**src/rtl/pipeline_hazard_ctrl_pkg.sv**
```systemverilog
`default_nettype none
// ============================================================================
// Module      : pipeline_hazard_ctrl_pkg
// Description : Opcode constants and sequencer state encoding shared by the
//               hazard control logic of the 5-stage RV pipeline.
// Revision    : 1.0 - initial release
// ============================================================================
package pipeline_hazard_ctrl_pkg;

    localparam logic [6:0] c_OP_MATHR  = 7'b0110011;
    localparam logic [6:0] c_OP_MATHWR = 7'b0111011;
    localparam logic [6:0] c_OP_JAL    = 7'b1101111;
    localparam logic [6:0] c_OP_BRANCH = 7'b1100011;
    localparam logic [6:0] c_OP_LUI    = 7'b0110111;
    localparam logic [6:0] c_OP_AUIPC  = 7'b0010111;
    localparam logic [6:0] c_OP_SW     = 7'b0100011;
    localparam logic [6:0] c_OP_LW     = 7'b0000011;

    typedef enum logic [1:0] {
        RUN      = 2'd0,
        MEM_WAIT = 2'd1,
        MEM_ERR  = 2'd2
    } state_t;

endpackage
`default_nettype wire

```
**src/rtl/pipeline_hazard_ctrl_if.sv**
```systemverilog
`default_nettype none
// ============================================================================
// Module      : pipeline_hazard_ctrl_if
// Description : Pipeline-side bundle of the hazard sequencer: ID/EX hazard
//               inputs, memory handshakes, enables, bubbles and perf counters.
// Revision    : 1.0 - initial release
// ============================================================================
interface pipeline_hazard_ctrl_if;
    logic [31:0] IDinst;
    logic [4:0]  EXrd;
    logic        EXwe_reg;
    logic        EXre_mem;
    logic        br_taken;
    logic        imem_ack;
    logic        dmem_req;
    logic        dmem_ack;
    logic        pc_we;
    logic        IFID_we;
    logic        IDEX_we;
    logic        EXMEM_we;
    logic        MEMWB_we;
    logic        IDflush;
    logic        EXflush;
    logic        WBflush;
    logic        mem_err;
    logic [1:0]  state;
    logic [31:0] stall_cnt;
    logic [31:0] flush_cnt;
    logic [31:0] wait_cnt;

    modport master (
        output IDinst, EXrd, EXwe_reg, EXre_mem, br_taken, imem_ack, dmem_req, dmem_ack,
        input  pc_we, IFID_we, IDEX_we, EXMEM_we, MEMWB_we, IDflush, EXflush, WBflush,
        input  mem_err, state, stall_cnt, flush_cnt, wait_cnt
    );

    modport slave (
        input  IDinst, EXrd, EXwe_reg, EXre_mem, br_taken, imem_ack, dmem_req, dmem_ack,
        output pc_we, IFID_we, IDEX_we, EXMEM_we, MEMWB_we, IDflush, EXflush, WBflush,
        output mem_err, state, stall_cnt, flush_cnt, wait_cnt
    );
endinterface
`default_nettype wire

```
**src/rtl/pipeline_hazard_ctrl_hazard_decode.sv**
```systemverilog
`default_nettype none
// ============================================================================
// Module      : pipeline_hazard_ctrl_hazard_decode
// Description : Combinational source-register usage decode of the ID
//               instruction and the load-use compare against the EX load.
// Revision    : 1.0 - initial release
// ============================================================================
module pipeline_hazard_ctrl_hazard_decode
    import pipeline_hazard_ctrl_pkg::*;
(
    input  logic [31:0] i_inst,
    input  logic [4:0]  i_ex_rd,
    input  logic        i_ex_we_reg,
    input  logic        i_ex_re_mem,
    output logic        o_load_use
);

    logic [6:0] w_opcode;
    logic [4:0] w_rs1;
    logic [4:0] w_rs2;
    logic       w_rs1_used;
    logic       w_rs2_used;
    logic       w_unused_inst;

    assign w_opcode      = i_inst[6:0];
    assign w_rs1         = i_inst[19:15];
    assign w_rs2         = i_inst[24:20];
    assign w_unused_inst = ^{i_inst[31:25], i_inst[14:7]};

    always_comb begin
        w_rs1_used = 1'b1;
        w_rs2_used = 1'b0;
        case (w_opcode)
            c_OP_JAL, c_OP_LUI, c_OP_AUIPC:              w_rs1_used = 1'b0;
            c_OP_MATHR, c_OP_MATHWR, c_OP_BRANCH, c_OP_SW: w_rs2_used = 1'b1;
            c_OP_LW:                                     w_rs1_used = 1'b1;
            default:                                     ;
        endcase
    end

    // x0 is never a real producer, so a load targeting it cannot create a hazard
    assign o_load_use = i_ex_re_mem && i_ex_we_reg && (i_ex_rd != 5'd0) &&
                        ((w_rs1_used && (w_rs1 == i_ex_rd)) ||
                         (w_rs2_used && (w_rs2 == i_ex_rd)));

endmodule
`default_nettype wire

```
**src/rtl/pipeline_hazard_ctrl.sv**
```systemverilog
`default_nettype none
// ============================================================================
// Module      : pipeline_hazard_ctrl
// Description : Stall/flush sequencer for the 5-stage RV pipeline (load-use,
//               redirects, fetch misses, data-memory waits with timeout).
//               Define PERF_CNT_EN to build the saturating perf counters.
// Revision    : 1.0 - initial release
// ============================================================================
module pipeline_hazard_ctrl
    import pipeline_hazard_ctrl_pkg::*;
#(
    parameter int MEM_TIMEOUT = 255,
    parameter int TO_W        = 8
) (
    input  logic                  clk,
    input  logic                  rstn,
    pipeline_hazard_ctrl_if.slave bus
);

    localparam logic [TO_W-1:0] c_TIMEOUT = TO_W'(MEM_TIMEOUT);
    localparam logic [TO_W-1:0] c_ONE     = TO_W'(1);

    state_t          r_state;
    state_t          w_next_state;
    logic [TO_W-1:0] r_wait_cnt;
    logic [TO_W-1:0] w_wait_cnt_nxt;
    logic            r_mem_err;
    logic            w_mem_err_nxt;

    logic w_load_use;
    logic w_dmem_stall;
    logic w_release;
    logic w_freeze;
    logic w_full_freeze;
    logic w_run_pc_we;
    logic w_run_ifid_we;
    logic w_run_idflush;
    logic w_run_exflush;
    logic w_run_redirect;
    logic w_pc_we;
    logic w_ifid_we;
    logic w_idex_we;
    logic w_exmem_we;
    logic w_memwb_we;
    logic w_idflush;
    logic w_exflush;
    logic w_wbflush;
    logic w_redirect;

    pipeline_hazard_ctrl_hazard_decode u_hazard_decode (
        .i_inst      (bus.IDinst),
        .i_ex_rd     (bus.EXrd),
        .i_ex_we_reg (bus.EXwe_reg),
        .i_ex_re_mem (bus.EXre_mem),
        .o_load_use  (w_load_use)
    );

    assign w_dmem_stall = bus.dmem_req && !bus.dmem_ack;

    // Unfrozen behaviour; a redirect squashes the load-use consumer so no stall is added
    always_comb begin
        w_run_pc_we    = 1'b1;
        w_run_ifid_we  = 1'b1;
        w_run_idflush  = 1'b0;
        w_run_exflush  = 1'b0;
        w_run_redirect = 1'b0;
        if (bus.br_taken) begin
            w_run_idflush  = 1'b1;
            w_run_exflush  = 1'b1;
            w_run_redirect = 1'b1;
        end else if (w_load_use) begin
            w_run_pc_we   = 1'b0;
            w_run_ifid_we = 1'b0;
            w_run_exflush = 1'b1;
        end else if (!bus.imem_ack) begin
            w_run_pc_we   = 1'b0;
            w_run_idflush = 1'b1;
        end
    end

    always_comb begin
        w_next_state   = r_state;
        w_wait_cnt_nxt = r_wait_cnt;
        w_mem_err_nxt  = r_mem_err;
        w_release      = 1'b0;
        w_freeze       = 1'b0;
        w_full_freeze  = 1'b0;
        w_pc_we        = 1'b1;
        w_ifid_we      = 1'b1;
        w_idex_we      = 1'b1;
        w_exmem_we     = 1'b1;
        w_memwb_we     = 1'b1;
        w_idflush      = 1'b0;
        w_exflush      = 1'b0;
        w_wbflush      = 1'b0;
        w_redirect     = 1'b0;

        // While reset is held the pipeline sees plain pass-through enables
        if (rstn) begin
            case (r_state)
                RUN: begin
                    if (w_dmem_stall) begin
                        w_freeze       = 1'b1;
                        w_next_state   = MEM_WAIT;
                        w_wait_cnt_nxt = c_ONE;
                    end else begin
                        w_release = 1'b1;
                    end
                end
                MEM_WAIT: begin
                    if (bus.dmem_ack) begin
                        w_release      = 1'b1;
                        w_next_state   = RUN;
                        w_wait_cnt_nxt = '0;
                    end else begin
                        w_freeze = 1'b1;
                        if (r_wait_cnt == c_TIMEOUT) begin
                            w_mem_err_nxt = 1'b1;
                            w_next_state  = MEM_ERR;
                        end else begin
                            w_wait_cnt_nxt = r_wait_cnt + c_ONE;
                        end
                    end
                end
                MEM_ERR: begin
                    w_freeze      = 1'b1;
                    w_full_freeze = 1'b1;
                end
                default: w_next_state = RUN;
            endcase
        end

        if (w_release) begin
            w_pc_we    = w_run_pc_we;
            w_ifid_we  = w_run_ifid_we;
            w_idflush  = w_run_idflush;
            w_exflush  = w_run_exflush;
            w_redirect = w_run_redirect;
        end else if (w_freeze) begin
            w_pc_we    = 1'b0;
            w_ifid_we  = 1'b0;
            w_idex_we  = 1'b0;
            w_exmem_we = 1'b0;
            w_memwb_we = !w_full_freeze;
            w_wbflush  = 1'b1;
        end
    end

    always_ff @(posedge clk or negedge rstn) begin
        if (!rstn) begin
            r_state    <= RUN;
            r_wait_cnt <= '0;
            r_mem_err  <= 1'b0;
        end else begin
            r_state    <= w_next_state;
            r_wait_cnt <= w_wait_cnt_nxt;
            r_mem_err  <= w_mem_err_nxt;
        end
    end

    assign bus.pc_we    = w_pc_we;
    assign bus.IFID_we  = w_ifid_we;
    assign bus.IDEX_we  = w_idex_we;
    assign bus.EXMEM_we = w_exmem_we;
    assign bus.MEMWB_we = w_memwb_we;
    assign bus.IDflush  = w_idflush;
    assign bus.EXflush  = w_exflush;
    assign bus.WBflush  = w_wbflush;
    assign bus.mem_err  = r_mem_err;
    assign bus.state    = r_state;

`ifdef PERF_CNT_EN
    localparam logic [31:0] c_CNT_MAX = 32'hFFFF_FFFF;

    logic [31:0] r_stall_cnt;
    logic [31:0] r_flush_cnt;
    logic [31:0] r_perf_wait_cnt;

    always_ff @(posedge clk or negedge rstn) begin
        if (!rstn) begin
            r_stall_cnt     <= '0;
            r_flush_cnt     <= '0;
            r_perf_wait_cnt <= '0;
        end else begin
            if (!w_pc_we && (r_stall_cnt != c_CNT_MAX))
                r_stall_cnt <= r_stall_cnt + 32'd1;
            if (w_redirect && (r_flush_cnt != c_CNT_MAX))
                r_flush_cnt <= r_flush_cnt + 32'd1;
            if ((r_state == MEM_WAIT) && (r_perf_wait_cnt != c_CNT_MAX))
                r_perf_wait_cnt <= r_perf_wait_cnt + 32'd1;
        end
    end

    assign bus.stall_cnt = r_stall_cnt;
    assign bus.flush_cnt = r_flush_cnt;
    assign bus.wait_cnt  = r_perf_wait_cnt;
`else
    assign bus.stall_cnt = '0;
    assign bus.flush_cnt = '0;
    assign bus.wait_cnt  = '0;
`endif

endmodule
`default_nettype wire

```
**src/flat_wrapper.sv**
```systemverilog
// flat-port wrapper written by rule: the top's interface ports become plain ports
module pipeline_hazard_ctrl_flat import pipeline_hazard_ctrl_pkg::*;
#(
    parameter int MEM_TIMEOUT = 255,
    parameter int TO_W        = 8
)
  (clk, rstn, bus_IDinst, bus_EXrd, bus_EXwe_reg, bus_EXre_mem, bus_br_taken, bus_imem_ack, bus_dmem_req, bus_dmem_ack, bus_pc_we, bus_IFID_we, bus_IDEX_we, bus_EXMEM_we, bus_MEMWB_we, bus_IDflush, bus_EXflush, bus_WBflush, bus_mem_err, bus_state, bus_stall_cnt, bus_flush_cnt, bus_wait_cnt);
  pipeline_hazard_ctrl_if bus_i ();
  input  logic clk;
  input  logic rstn;
  input wire logic [$bits(bus_i.IDinst)-1:0] bus_IDinst;
  input wire logic [$bits(bus_i.EXrd)-1:0] bus_EXrd;
  input wire logic [$bits(bus_i.EXwe_reg)-1:0] bus_EXwe_reg;
  input wire logic [$bits(bus_i.EXre_mem)-1:0] bus_EXre_mem;
  input wire logic [$bits(bus_i.br_taken)-1:0] bus_br_taken;
  input wire logic [$bits(bus_i.imem_ack)-1:0] bus_imem_ack;
  input wire logic [$bits(bus_i.dmem_req)-1:0] bus_dmem_req;
  input wire logic [$bits(bus_i.dmem_ack)-1:0] bus_dmem_ack;
  output wire logic [$bits(bus_i.pc_we)-1:0] bus_pc_we;
  output wire logic [$bits(bus_i.IFID_we)-1:0] bus_IFID_we;
  output wire logic [$bits(bus_i.IDEX_we)-1:0] bus_IDEX_we;
  output wire logic [$bits(bus_i.EXMEM_we)-1:0] bus_EXMEM_we;
  output wire logic [$bits(bus_i.MEMWB_we)-1:0] bus_MEMWB_we;
  output wire logic [$bits(bus_i.IDflush)-1:0] bus_IDflush;
  output wire logic [$bits(bus_i.EXflush)-1:0] bus_EXflush;
  output wire logic [$bits(bus_i.WBflush)-1:0] bus_WBflush;
  output wire logic [$bits(bus_i.mem_err)-1:0] bus_mem_err;
  output wire logic [$bits(bus_i.state)-1:0] bus_state;
  output wire logic [$bits(bus_i.stall_cnt)-1:0] bus_stall_cnt;
  output wire logic [$bits(bus_i.flush_cnt)-1:0] bus_flush_cnt;
  output wire logic [$bits(bus_i.wait_cnt)-1:0] bus_wait_cnt;
  assign bus_i.IDinst = bus_IDinst;
  assign bus_i.EXrd = bus_EXrd;
  assign bus_i.EXwe_reg = bus_EXwe_reg;
  assign bus_i.EXre_mem = bus_EXre_mem;
  assign bus_i.br_taken = bus_br_taken;
  assign bus_i.imem_ack = bus_imem_ack;
  assign bus_i.dmem_req = bus_dmem_req;
  assign bus_i.dmem_ack = bus_dmem_ack;
  assign bus_pc_we = bus_i.pc_we;
  assign bus_IFID_we = bus_i.IFID_we;
  assign bus_IDEX_we = bus_i.IDEX_we;
  assign bus_EXMEM_we = bus_i.EXMEM_we;
  assign bus_MEMWB_we = bus_i.MEMWB_we;
  assign bus_IDflush = bus_i.IDflush;
  assign bus_EXflush = bus_i.EXflush;
  assign bus_WBflush = bus_i.WBflush;
  assign bus_mem_err = bus_i.mem_err;
  assign bus_state = bus_i.state;
  assign bus_stall_cnt = bus_i.stall_cnt;
  assign bus_flush_cnt = bus_i.flush_cnt;
  assign bus_wait_cnt = bus_i.wait_cnt;
  pipeline_hazard_ctrl #(.MEM_TIMEOUT(MEM_TIMEOUT), .TO_W(TO_W)) u_core (.clk(clk), .rstn(rstn), .bus(bus_i));
endmodule
```
**config.mk**
```make
export PLATFORM = sky130hd
export DESIGN_NAME = pipeline_hazard_ctrl_flat
export DESIGN_NICKNAME = d
export VERILOG_FILES = /design/src/rtl/pipeline_hazard_ctrl_pkg.sv /design/src/rtl/pipeline_hazard_ctrl_if.sv /design/src/rtl/pipeline_hazard_ctrl_hazard_decode.sv /design/src/rtl/pipeline_hazard_ctrl.sv /design/src/flat_wrapper.sv
export SDC_FILE = /design/constraint.sdc
export NUM_CORES = 1
export LEC_CHECK = 0
export CAP_MARGIN = 20
export CELL_PAD_IN_SITES_DETAIL_PLACEMENT = 1
export CELL_PAD_IN_SITES_GLOBAL_PLACEMENT = 1
export CORE_MARGIN = 4
export CORE_UTILIZATION = 22
export CTS_CLUSTER_SIZE = 28
export DETAILED_ROUTE_END_ITERATION = 16
export GPL_TIMING_DRIVEN = 0
export PLACE_DENSITY = 0.95
export SLEW_MARGIN = 20
export SYNTH_ARGS = -nofsm -noshare
export SYNTH_HDL_FRONTEND = slang
export SYNTH_SLANG_ARGS = --single-unit
```
**constraint.sdc**
```tcl
create_clock -name clk -period 2.5 [get_ports clk]
set_input_delay 0.375 -clock clk [delete_from_list [all_inputs] [get_ports clk]]
set_output_delay 0.375 -clock clk [all_outputs]
set_load 0.1 [all_outputs]
```
======== Word level (Yosys, flattened, before mapping) ========
Cells that the tools add are included.
storage, ports and cells
  input bits .............................. 45
  output and inout bits ................... 107
  bits in registers ....................... 11
  logic and storage cells ................. 78
cells by class
  equality and inequality tests ........... 15
  mux-type cells .......................... 40
  $add $sub $neg .......................... 1
  bitwise operators ....................... 2
  reductions and logical operators ........ 17
operators by type and width
  operator                                                count
  2-to-1 mux 1 bit                                        30
  == test 7 x 6 -> 1 bit (second input constant)          4
  2-to-1 mux 8 bit                                        3
  one-hot mux 8 bit (2 select lines)                      1
  == test 7 bit (second input constant)                   2
  AND reduction 4 bit                                     3
  == test 5 bit                                           2
  adder 8 x 1 -> 8 bit (second input constant)            1
  == test 8 bit (second input constant)                   1
  == test 7 x 5 -> 1 bit (second input constant)          1
  logical AND 1 bit                                       6
  2-to-1 mux 2 bit                                        3
  one-hot mux 2 bit (3 select lines)                      1
  nonzero test 5 bit                                      1
  OR reduction 4 bit                                      1
  inequality test 3 x 2 -> 1 bit (second input constant)  1
  inequality test 3 bit (second input constant)           1
  one-hot mux 1 bit (3 select lines)                      1
  OR reduction 3 bit                                      1
  == test 2 x 1 -> 1 bit (second input constant)          1
  == test 2 bit (second input constant)                   1
  zero test 1 bit                                         2
  zero test 2 bit                                         1
  inequality test 2 x 1 -> 1 bit (second input constant)  1
  other kinds (4)                                         5

======== Logic depth before layout (Yosys ltp) ========
Gate-level depths: netlist (run 1).
  depth after elaboration ................. 9
  depth in mapped cells ................... 6
  gate-level depth less buffers ........... 6

======== Modules after synthesis ========
From an unflattened synthesis (run 1), not the netlist that was laid out.
second synthesis, totals
  cell total of the unflattened synthesis .. 200
  area, all modules ....................... 1616.6 um2
modules (own cells, without submodules)
  module                              seq. area each (um2)  cells each  area each (um2)  times used
  pipeline_hazard_ctrl                275.3                 176         1417.6           1
  pipeline_hazard_ctrl_hazard_decode  0.0                   24          198.9            1

======== Worst setup path before layout (run 1) ========
No wires, ideal clock.
  path type ............................... register -> output
  start point ............................. register u_core.r_state[0], in the netlist u_core.bus.state[0]
  end point ............................... output port bus_IFID_we
  required time ........................... 2125 ps
  arrival time ............................ 5869 ps
  cell stages (with the launch flop) ...... 5
  buffers on the path ..................... 0
  path slack .............................. -3744 ps
  cells stage by stage .................... dfrtp_1 > nand3b_1 > a21boi_2 > clkinv_1 > a21oi_1
between the ends
  longest elaborated chain between the ends .. 5
  elaborated cells between the ends (all ways) .. 9
  classes of those cells .................. eq/ne (2); mux (6); reduce/logical (1)
RTL lines
  item                                         RTL line                     source
  start, declared                              pipeline_hazard_ctrl.sv:23   state_t r_state;
  start signal, assigned                       pipeline_hazard_ctrl.sv:155  r_state <= w_next_state;
  == test 2 bit, or another cell as far along  pipeline_hazard_ctrl.sv:100  case (r_state)
  one-hot mux 1 bit (3 select lines)           pipeline_hazard_ctrl.sv:100
  2-to-1 mux 1 bit                             pipeline_hazard_ctrl.sv:99   if (rstn) begin
  2-to-1 mux 1 bit                             pipeline_hazard_ctrl.sv:139  end else if (w_freeze) begin
  2-to-1 mux 1 bit *                           pipeline_hazard_ctrl.sv:133  if (w_release) begin
  end, declared                                flat_wrapper.sv:20           output wire logic [$bits(bus_i.IFID_we)-1:0] bus_IFID_we;
Mark *: on every way between the ends. The rest lies on a longest branch, timed or not.

======== Worst setup path in the final report (run 1) ========
  start point ............................. input port bus_EXrd[1]
  end point ............................... output port bus_IFID_we
between the ends
  longest elaborated chain between the ends .. 7
  elaborated cells between the ends (all ways) .. 11
  classes of those cells .................. eq/ne (2); mux (3); reduce/logical (6)
RTL lines
  item                                  RTL line                                                                            source
  start, declared                       flat_wrapper.sv:12                                                                  input wire logic [$bits(bus_i.EXrd)-1:0] bus_EXrd;
  == test 5 bit (on tied branches)      pipeline_hazard_ctrl_hazard_decode.sv:43, pipeline_hazard_ctrl_hazard_decode.sv:44
  logical AND 1 bit (on tied branches)  pipeline_hazard_ctrl_hazard_decode.sv:43, pipeline_hazard_ctrl_hazard_decode.sv:44
  logical OR 1 bit                      pipeline_hazard_ctrl_hazard_decode.sv:43                                            ((w_rs1_used && (w_rs1 == i_ex_rd)) ||
  logical AND 1 bit *                   pipeline_hazard_ctrl_hazard_decode.sv:42                                            assign o_load_use = i_ex_re_mem && i_ex_we_reg && (i_ex_rd != 5'd0) &&
  2-to-1 mux 1 bit *                    pipeline_hazard_ctrl.sv:71                                                          end else if (w_load_use) begin
  2-to-1 mux 1 bit *                    pipeline_hazard_ctrl.sv:67                                                          if (bus.br_taken) begin
  2-to-1 mux 1 bit *                    pipeline_hazard_ctrl.sv:133
Marked as above.

==> flow_metrics.tcl, run 1 <==
set metrics [dict create \
    result_of_the_run "completed" \
    h-tree-depth 1 \
    timing_worst_slew_pin_value_ps 1010 \
    layout_min_cycle_time_ps 2390 \
    dieArea_um2 8930 \
    clock_sinks 11 \
    setup_viol 0 \
    cts_tree "built" \
    design.final.nets 397 \
    route.vias.total 1618 \
    synth_largest_area_cell "sky130_fd_sc_hd__buf_4" \
    synthCells 208 \
    route.antenna.remaining_nets 0 \
    ys_types 43 \
    grt_first_pass_wirelength_mm 7.92 \
    cp_max_fo 3 \
    die_y_um 94.5 \
    die_width_um 94.5 \
    drive_above_1_share_pct 38.0 \
    detail_route.drc_violations 0 \
    slowest_stage "sky130_fd_sc_hd__or4_4" \
    cts.root.buffer_cell "sky130_fd_sc_hd__clkbuf_8" \
    synth_adder_area_share_pct 0.760 \
    cellLeakagePower_nw 1.49 \
    remaining_overflow_grt 0 \
    routed_via_density 3.60 \
    start_util_pct 22.7 \
    drt-pass1-iter-count 4 \
    grt_antenna_before_repair 0 \
    ioPinCount 152 \
    globalplace.congestion 0.788 \
    synth_top_family_by_area "buffers and inverters" \
    yosys_warnings 0 \
    core.rowCount 31 \
    route.detailed.wl_per_inst_um 12.0 \
    port_buffers 40 \
    synth.cells.most_frequent "sky130_fd_sc_hd__buf_4, sky130_fd_sc_hd__dfrtp_1, sky130_fd_sc_hd__nand2_1, sky130_fd_sc_hd__xor2_1" \
    grt_start_max_net_pins 18 \
    ir_worst_vdd_mv 0.141 \
    slew_violations 0 \
    reg2regPathDepth 5 \
    ys_async_sr_fraction_pct 100 \
    area_growth_pct 64.7 \
    crit_path_end_kind "output pin" \
    synth-compound-area-share_pct 17.3 \
    detailed_place_hpwl_mm 4.24 \
    clk_transition_reported_paths_ps 50 \
    synth.ff_latch_count 11 \
    drv_cap 0 \
    yosys.area_share.simple_pct 13.9 \
    n_antenna_cell 0 \
    cts.path.max_buffers 2 \
    clock-skew-final_ps 1.07 \
    cts_made_buffers 3 \
    timing.critical_path.cells "dlygate4sd2_1 > or4_4 > o211ai_4 > a21oi_2 > buf_4 > a21oi_4 > buf_12" \
    clk_latency_ps 240 \
    first_global_vias 1680 \
    powerDensity_nw_per_um2 544 \
    setup.worst_path.class "input pin to output pin" \
    core_area_um2 7250 \
    number_of_buffer_and_inverter_instances_along_the_worst_setup_path 3 \
    cts.hold.buffers_added 0 \
    max_slew_margin_pct 32.6 \
    cp.arrival_ps 2010 \
    hold_path_class "input pin to asynchronous set/reset pin" \
    netlist_top_cells_area "sky130_fd_sc_hd__buf_4, sky130_fd_sc_hd__dfrtp_1, sky130_fd_sc_hd__xor2_1, sky130_fd_sc_hd__a21oi_1, sky130_fd_sc_hd__o21ai_0" \
    total_power_mw 1.47 \
    share_of_the_synthesized_netlist_area_taken_by_xor_and_xnor_gates_pct 5.32 \
    routed_wl_mm 5.39 \
    critical_path.startpoint_type "input pin" \
    synthDominantCellAreaShare_pct 44.3 \
    synth_flop_cell "sky130_fd_sc_hd__dfrtp_1" \
    synth.most_common_cell "sky130_fd_sc_hd__buf_4" \
    avgSynthCellArea_um2 7.91 \
    final.period_utilization_pct 95.5 \
    netlist_area_um2 1650 \
    timing.final.hold_violations 0 \
    synth_sequential_area_ratio_pct 16.7 \
    drt_first_iter_violations 30 \
    worst-endpoint-required_ps 2120 \
    synth.mux.area_fraction_pct 0 \
    grt_usage_pct 11.0 \
    stage_delay_of_the_slowest_cell_on_the_critical_path_ps 560 \
    path_depth 7 \
    n_fill_cell 925 \
    critPathTopFamily "buffers and inverters" \
    number_of_enable_flip_flop_cells_after_synthesis 0 \
    final_core_util_pct 37.4 \
    clock.fmax_mhz 419 \
]
==> power breakdown <==
group	switching (mW)	leakage [nW]	total, mW	internal [mW]
combinational	0.860	1.32	1.08	0.215
sequential	0.0218	0.144	0.218	0.196
clock	0.0689	0.0228	0.181	0.112
==> sequential cells by signal, summed over array words and instances (netlist names) <==
| register | flops |
|---|---|
| u_core.bus.state | 2 |
| u_core.r_wait_cnt | 8 |
| u_core.bus.mem_err | 1 |
==> area by class of cell <==
type / instances / area [um^2] / area share [%]
Multi-Input combinational cell: 189 / 1050 / 38.7
Buffer: 99 / 738 / 27.2
Timing Repair Buffer: 43 / 452 / 16.7
Sequential cell: 11 / 283 / 10.4
Tap cell: 99 / 124 / 4.57
Clock buffer: 4 / 45.0 / 1.66
Inverter: 4 / 20.0 / 0.739
==> repair_timing <==
| action | CTS | global route |
|---|---|---|
| resized for setup | 51 | 13 |
| endpoints found under the hold margin | 0 | 0 |
| pin swaps | 2 | 5 |
| setup buffers | 2 | 1 |
| gates cloned | 0 | 0 |
| endpoints found under the setup margin | 8 | 5 |
==> worst register-to-register path, delay by kind of cell (launching register included) <==
family | cells | cell delay [ps]
DFF | 1 | 510
AOI/OAI and AO/OA | 3 | 490
and+or+nand+nor | 1 | 290
buffers and inverters | 1 | 240
==> per-layer routing <==
metal | GRT usage, % | up-vias | routed length (um)
li1 | - | 796 | -
met4 | 1.92 | 0 | 86
met1 | 10.6 | 729 | 1830
met3 | 3.67 | 8 | 546
met2 | 22.3 | 85 | 2930
met5 | 0 | - | 0
==> logic make-up (layout without fill, tap and decap cells) <==
logic type               after synthesis  count (layout)
other                                  1              96
AO/OA/AOI/OAI                         40              40
buffers and inverters                103             150
XOR/XNOR                              10              10
AND/OR/NAND/NOR                       42              42
flip-flops                            11              11
adder cells (fa/ha/maj)                1               1
==> path summary, 6_finish.rpt <==
check / slack, ps / startpoint / to
setup / recovery: 110 / bus_EXrd[1] / bus_IFID_we
hold reg to reg: 450 / u_core.bus.mem_err / u_core.bus.mem_err
hold / removal: 150 / rstn / u_core.r_wait_cnt[6]
setup reg to reg: 870 / u_core.bus.state[1] / u_core.r_wait_cnt[3]
min in group clk: 450 / u_core.bus.mem_err / u_core.bus.mem_err
max in group asynchronous: 2030 / rstn / u_core.bus.state[0]
==> through the flow <==
step / instance area (um^2) / instances / worst slack (ps) / TNS [ps] / hold WS, ps
after floorplan: 2040 / 303 / -1210 / -3570 / 79.4
after global placement: 2560 / 442 / -1160 / -7270 / 445
after detailed placement: 2560 / 442 / -1290 / -7980 / 447
after CTS: 2650 / 448 / 7.39 / 0 / 158
after global routing: 2710 / 449 / -8.45 / -8.45 / 172
final: 2710 / 449 / 111 / 0 / 147
==> cell usage in the layout, fill, tap and decap left out, types with 2 or more instances in the layout <==
cell	netlist	final
sky130_fd_sc_hd__buf_4	97	101
sky130_fd_sc_hd__conb_1	1	96
sky130_fd_sc_hd__clkdlybuf4s50_1	0	20
sky130_fd_sc_hd__dfrtp_1	11	9
sky130_fd_sc_hd__xor2_1	8	7
sky130_fd_sc_hd__nand2_1	9	7
sky130_fd_sc_hd__nor2_1	7	7
sky130_fd_sc_hd__o21ai_0	7	7
sky130_fd_sc_hd__dlymetal6s2s_1	0	7
sky130_fd_sc_hd__nand3_1	6	6
sky130_fd_sc_hd__a21oi_1	7	6
sky130_fd_sc_hd__dlygate4sd2_1	0	5
sky130_fd_sc_hd__nor2b_1	4	4
sky130_fd_sc_hd__nand4_1	4	4
sky130_fd_sc_hd__a31oi_1	4	4
sky130_fd_sc_hd__o21ai_1	4	4
sky130_fd_sc_hd__nor3_1	4	3
sky130_fd_sc_hd__buf_2	2	3
sky130_fd_sc_hd__clkbuf_8	0	3
sky130_fd_sc_hd__clkdlybuf4s15_2	0	3
sky130_fd_sc_hd__xnor2_1	2	2
sky130_fd_sc_hd__o21a_1	2	2
sky130_fd_sc_hd__inv_1	2	2
sky130_fd_sc_hd__o31ai_1	2	2
sky130_fd_sc_hd__buf_12	0	2
sky130_fd_sc_hd__dfrtp_4	0	2
Note: power is estimated with default switching activity, not from simulation.
==> inputs of run 2 (changes only) <==
Settings changed: CORE_MARGIN 4 to not set, SETUP_SLACK_MARGIN set to 0.1.
==> run 2 against run 1 <==
  * Maximum frequency rose by 0.59%
  * Register-to-register slack barely moved
  * Power barely moved
  * Routed wire length fell by 8.0%
  * Final area fell by 0.32%
  * Final cell count did not move
  * Worst setup slack improved by 14 ps
  * Worst hold slack got worse by 18 ps
  * Sequential power barely moved
  * Sequential cell count did not move
  * Die area fell by 12%
==> flow_metrics.tcl, run 2 (same netlist as run 1, synthesis figures left out) <==
set metrics [dict create \
    result_of_the_run "completed" \
    core.rowCount 31 \
    preCtsSetupSlack_ps -1230 \
    grt_setup_unrepaired "no" \
    worst-endpoint-required_ps 2120 \
    cts_made_buffers 3 \
    route.antenna.remaining_nets 0 \
    top_layer_used "met4" \
    cp_max_fo 5 \
    slew_violations 0 \
    h-tree-depth 1 \
    cts.hold.buffers_added 0 \
    ir_worst_vdd_mv 0.150 \
    drt_first_iter_violations 68 \
    drt-pass1-iter-count 4 \
    clk_latency_ps 250 \
    most-common-layout-cells "sky130_fd_sc_hd__buf_4, sky130_fd_sc_hd__conb_1, sky130_fd_sc_hd__clkdlybuf4s50_1" \
    final_core_util_pct 37.2 \
    grt_start_max_net_pins 18 \
    route.detailed.wl_per_inst_um 11.0 \
    detailed_place_hpwl_mm 4.04 \
    m1WireLength_mm 1.65 \
    grt_usage_pct 11.8 \
    n_fill_cell 928 \
    powerDensity_nw_per_um2 546 \
    met3_wirelength_um 454 \
    start_util_pct 22.7 \
    timing.final.hold_violations 0 \
    first_global_vias 1534 \
    largest-register "u_core.r_wait_cnt" \
    cts.path.max_buffers 2 \
    remaining_overflow_grt 0 \
    crit_path_end_kind "output pin" \
    timing_worst_slew_pin_value_ps 998 \
    globalplace.congestion 0.802 \
    routed_via_density 3.67 \
    layout_min_cycle_time_ps 2370 \
    drv_cap 0 \
    clock.fmax_mhz 421 \
    cellLeakagePower_nw 1.47 \
    clk_transition_reported_paths_ps 50 \
    setup_viol 0 \
    ioPinCount 152 \
    n_antenna_cell 0 \
    critical_path.startpoint_type "input pin" \
    core_area_um2 7250 \
    grt_first_pass_wirelength_mm 7.07 \
    setup.worst_path.class "input pin to output pin" \
    layout.cells.most_common "sky130_fd_sc_hd__buf_4" \
    routed_wl_mm 4.96 \
    hold_path_class "input pin to asynchronous set/reset pin" \
    area_growth_pct 64.2 \
    cp.arrival_ps 2000 \
    detail_route.drc_violations 0 \
    total_power_mw 1.47 \
    max_slew_margin_pct 33.2 \
    die_y_um 88.5 \
    reg2regPathDepth 5 \
    largest_register_ff_count 8 \
    design.final.nets 397 \
    dieArea_um2 7830 \
    final.period_utilization_pct 95.0 \
    clock_sinks 11 \
    clock-skew-final_ps 6.17 \
    drive_above_1_share_pct 40.0 \
    final_area_um2 2700 \
    cts.root.buffer_cell "sky130_fd_sc_hd__clkbuf_8" \
    route.met2.wl_mm 2.79 \
    grt_antenna_before_repair 0 \
    port_buffers 40 \
    placed_area_um2 2560 \
    die_width_um 88.5 \
    cts_tree "built" \
    route.vias.total 1650 \
    setup_slack_ps 125 \
]
==> run 2: cell types whose count changed in the layout (fill, tap and decap cells not counted), sizes merged <==
cell,previous run,this run
dlygate4sd2,5,9
clkdlybuf4s50,20,13
dlymetal6s2s,7,4
clkbuf,4,5
clkdlybuf4s15,3,6
buf,107,109
==> run 2: power breakdown <==
part,internal (mW),leakage (nW),total (mW),switching (mW)
combinational,0.211,1.31,1.07,0.858
clock,0.113,0.0228,0.187,0.0744
sequential,0.196,0.144,0.219,0.0223
total,0.520,1.47,1.47,0.955
==> run 2: layout make-up <==
type	instances	area [um^2]	area share, %
plain buffers	99	738	27.3
clock buffers	4	45.0	1.67
inverters	4	20.0	0.741
multi-input cells	189	1080	39.9
flip-flops and latches	11	283	10.5
well taps	99	124	4.59
repair buffers	43	413	15.3
==> run 2: stage by stage <==
step | setup TNS [ps] | cells | hold slack (ps)
floorplan | -3570 | 303 | 79.4
global placement | -7250 | 442 | 446
detailed placement | -7900 | 442 | 454
CTS | 0 | 448 | 144
global route | 0 | 449 | 161
finish | 0 | 449 | 128
==> run 2: final timing paths <==
path | slack [ps] | to | startpoint
setup reg to reg | 880 | u_core.r_wait_cnt[3] | u_core.bus.state[1]
max in group asynchronous | 2060 | u_core.bus.state[0] | rstn
hold reg to reg | 460 | u_core.bus.mem_err | u_core.bus.mem_err
min in group clk | 460 | u_core.bus.mem_err | u_core.bus.mem_err
setup / recovery | 130 | bus_pc_we | bus_dmem_req
hold / removal | 130 | u_core.r_wait_cnt[4] | rstn
==> run 2: routing by layer <==
metal  track usage, %  vias to the layer above
met4             4.11                        0
met2             24.3                       84
met5                0                        -
met1             11.0                      764
li1                 -                      795
met3             2.99                        7
==> run 2: what timing repair did <==
item / 4_1_cts / 5_1_grt
endpoints found under the hold margin: 0 / 0
gates resized for setup: 75 / 11
setup buffers: 2 / 1
pin swaps: 6 / 8
setup endpoints to repair: 8 / 6
==> run 2: critical path, stage by stage <==
cell	delay, ps
sky130_fd_sc_hd__clkdlybuf4s50_1	440
sky130_fd_sc_hd__o21ba_2	270
sky130_fd_sc_hd__a21boi_4	270
sky130_fd_sc_hd__clkinv_4	100
sky130_fd_sc_hd__nor2_1	140
sky130_fd_sc_hd__a31oi_1	90
sky130_fd_sc_hd__nand2_4	80
sky130_fd_sc_hd__buf_6	220
==> inputs of run 3 (changes only) <==
Settings changed: CORE_UTILIZATION 22 to 21, PLACE_DENSITY 0.95 to 0.94, SYNTH_HIERARCHICAL set to 1.
==> run 3 against run 2 <==
  * Routed wire length down 11%
  * Count of clock-buffer cells in the layout unchanged
  * Worst setup slack worse by 36 ps
  * Non-clock buffer count down 2
  * Clock power down 3%
  * Maximum frequency down 1.5%
  * Die area up 2.9%
  * Register-to-register slack worse by 70 ps
  * Final area down 3.4%
  * Final cell count down 2.2%
  * Power up 15%
  * Synthesized cell count down 3.8%
  * Critical path type unchanged
  * Largest cell class unchanged
==> flow_metrics.tcl, run 3 <==
set metrics [dict create \
    n_antenna_cell 0 \
    globalplace.congestion 0.730 \
    synth.cells.most_frequent "sky130_fd_sc_hd__buf_4, sky130_fd_sc_hd__dfrtp_1, sky130_fd_sc_hd__nor2_1, sky130_fd_sc_hd__a21oi_1, sky130_fd_sc_hd__nand2_1" \
    final_core_util_pct 35.6 \
    grt_antenna_before_repair 0 \
    avgSynthCellArea_um2 8.08 \
    clock.fmax_mhz 415 \
    synth.ff_latch_count 11 \
    synth.most_common_cell "sky130_fd_sc_hd__buf_4" \
    core.rowCount 31 \
    powerDensity_nw_per_um2 648 \
    synth_flop_cell "sky130_fd_sc_hd__dfrtp_1" \
    critical_path.startpoint_type "input pin" \
    drt-pass1-iter-count 3 \
    ys_types 43 \
    drive_above_1_share_pct 38.8 \
    grt_setup_unrepaired "yes" \
    timing_worst_slew_pin_value_ps 1010 \
    ioPinCount 152 \
    grt_start_max_net_pins 17 \
    synth_sequential_area_ratio_pct 17.0 \
    timing.final.hold_violations 0 \
    drt_first_iter_violations 5 \
    clk_transition_reported_paths_ps 50 \
    area_growth_pct 61.4 \
    final_area_um2 2610 \
    most-common-layout-cells "sky130_fd_sc_hd__buf_4, sky130_fd_sc_hd__conb_1, sky130_fd_sc_hd__clkdlybuf4s50_1" \
    setup.worst_path.class "input pin to output pin" \
    routed_wl_mm 4.43 \
    hold_path_class "input pin to asynchronous set/reset pin" \
    stdcell_count 439 \
    timing.critical_path.cells "clkdlybuf4s50_1 > xor2_1 > nor3_2 > o2111ai_1 > a21oi_2 > nor2_1 > nor2_2 > nor2_4 > buf_12" \
    start_util_pct 22.1 \
    worst-endpoint-required_ps 2120 \
    cts_tree "built" \
    final.period_utilization_pct 96.4 \
    layout_min_cycle_time_ps 2410 \
    result_of_the_run "completed" \
    detail_route.drc_violations 0 \
    ys_async_sr_fraction_pct 100 \
    largest-register "u_core/r_wait_cnt" \
    preCtsSetupSlack_ps -1080 \
    synth_largest_area_cell "sky130_fd_sc_hd__buf_4" \
    yosys_warnings 6 \
    slowest_stage "sky130_fd_sc_hd__clkdlybuf4s50_1" \
    setup_viol 0 \
    drv_cap 0 \
    clock_sinks 11 \
    route.vias.total 1534 \
    slew_violations 0 \
    design.final.nets 387 \
    total_power_mw 1.69 \
    die_width_um 89.7 \
    number_of_enable_flip_flop_cells_after_synthesis 0 \
    place.detailed.instances 434 \
    grt_first_pass_wirelength_mm 7.09 \
    route.detailed.wl_per_inst_um 10.1 \
    tns_ps 0 \
    route.antenna.remaining_nets 0 \
    placed_area_um2 2540 \
    cts.path.max_buffers 2 \
    detailed_place_hpwl_mm 3.81 \
    dieArea_um2 8050 \
    cellLeakagePower_nw 1.42 \
    grt_usage_pct 10.5 \
    core_area_um2 7330 \
    largest_register_ff_count 8 \
    layout.cells.most_common "sky130_fd_sc_hd__buf_4" \
    die_y_um 89.7 \
    clock-skew-final_ps 2.72 \
    remaining_overflow_grt 0 \
    ir_worst_vdd_mv 0.213 \
    cts_made_buffers 3 \
    port_buffers 40 \
    synthCells 200 \
    stage_delay_of_the_slowest_cell_on_the_critical_path_ps 410 \
    netlist_area_um2 1620 \
    cp.arrival_ps 2040 \
    setup.reg_to_reg.worst_slack_ps 810 \
    clk_latency_ps 240 \
    crit_path_end_kind "output pin" \
    setup_slack_ps 89.5 \
    timing.hold.ws_ps 143 \
    h-tree-depth 1 \
    max_slew_margin_pct 32.4 \
    routed_via_density 3.49 \
    cp_max_fo 4 \
    netlist_top_cells_area "sky130_fd_sc_hd__buf_4, sky130_fd_sc_hd__dfrtp_1, sky130_fd_sc_hd__xor2_1, sky130_fd_sc_hd__a21oi_1, sky130_fd_sc_hd__nor2_1" \
    synthDominantCellAreaShare_pct 45.0 \
    first_global_vias 1599 \
    cts.root.buffer_cell "sky130_fd_sc_hd__clkbuf_8" \
]
==> run 3: cell count changes after synthesis, moves of 3 or more <==
cell,change
sky130_fd_sc_hd__and3_1,+3
sky130_fd_sc_hd__nor2_1,+4
sky130_fd_sc_hd__nor3_1,-3
sky130_fd_sc_hd__o21ai_0,-4
sky130_fd_sc_hd__o21ai_1,-4
==> run 3: worst max-delay path: cells and delay by family <==
kind | cells | cell delay (ps)
simple gates | 4 | 520
compound gates | 2 | 400
xor+xnor | 1 | 160
buf+inv | 2 | 570
==> run 3: cell families (layout without fill, tap and decap cells) <==
group,count (synthesis),in the layout,share of synthesized area [%]
other,1,96,0.232
AO/OA/AOI/OAI,35,35,15.6
buffers and inverters,100,145,46.3
AND/OR/NAND/NOR,42,42,14.6
adder cells (fa/ha/maj),1,1,0.774
flip-flops,11,11,17.0
XOR/XNOR,10,10,5.42
==> run 3: repair_timing <==
action                     in CTS  in global routing
setup endpoints to repair       9                  7
resized for setup              66                  8
hold buffers                    0                  0
pin swaps                      10                  1
buffers inserted                0                  1
==> run 3: area by class of cell <==
type	count	area, um^2
Buffer	99	748
Sequential cell	11	280
Inverter	1	7.51
Clock buffer	4	45.0
Tap cell	99	124
Timing Repair Buffer	41	405
Multi-Input combinational cell	184	998
Fill cell	904	4720
==> run 3: where the power goes <==
| part | switching, mW | leakage (nW) | internal (mW) |
|---|---|---|---|
| clock | 0.0687 | 0.0228 | 0.112 |
| sequential | 0.0389 | 0.144 | 0.218 |
| combinational | 0.965 | 1.26 | 0.288 |
==> run 3: worst paths after layout <==
check                                      from              endpoint  depth (start not counted)
max                              bus_IDinst[19]           bus_IDflush                          9
min                                        rstn  u_core/r_wait_cnt[3]                          1
max reg2reg                u_core/r_wait_cnt[0]  u_core/r_wait_cnt[2]                          5
min reg2reg                  u_core/bus.mem_err    u_core/bus.mem_err                          1
max in group asynchronous                  rstn   u_core/bus.state[0]                          1
min in group clk             u_core/bus.mem_err    u_core/bus.mem_err                          1
==> run 3: layer usage <==
| metal | track usage, % | up-vias | routed length, um |
|---|---|---|---|
| li1 | - | 774 | - |
| met1 | 10.3 | 689 | 1530 |
| met2 | 21.8 | 67 | 2560 |
| met3 | 1.69 | 4 | 304 |
| met4 | 3.42 | 0 | 47 |
| met5 | 0 | - | 0 |
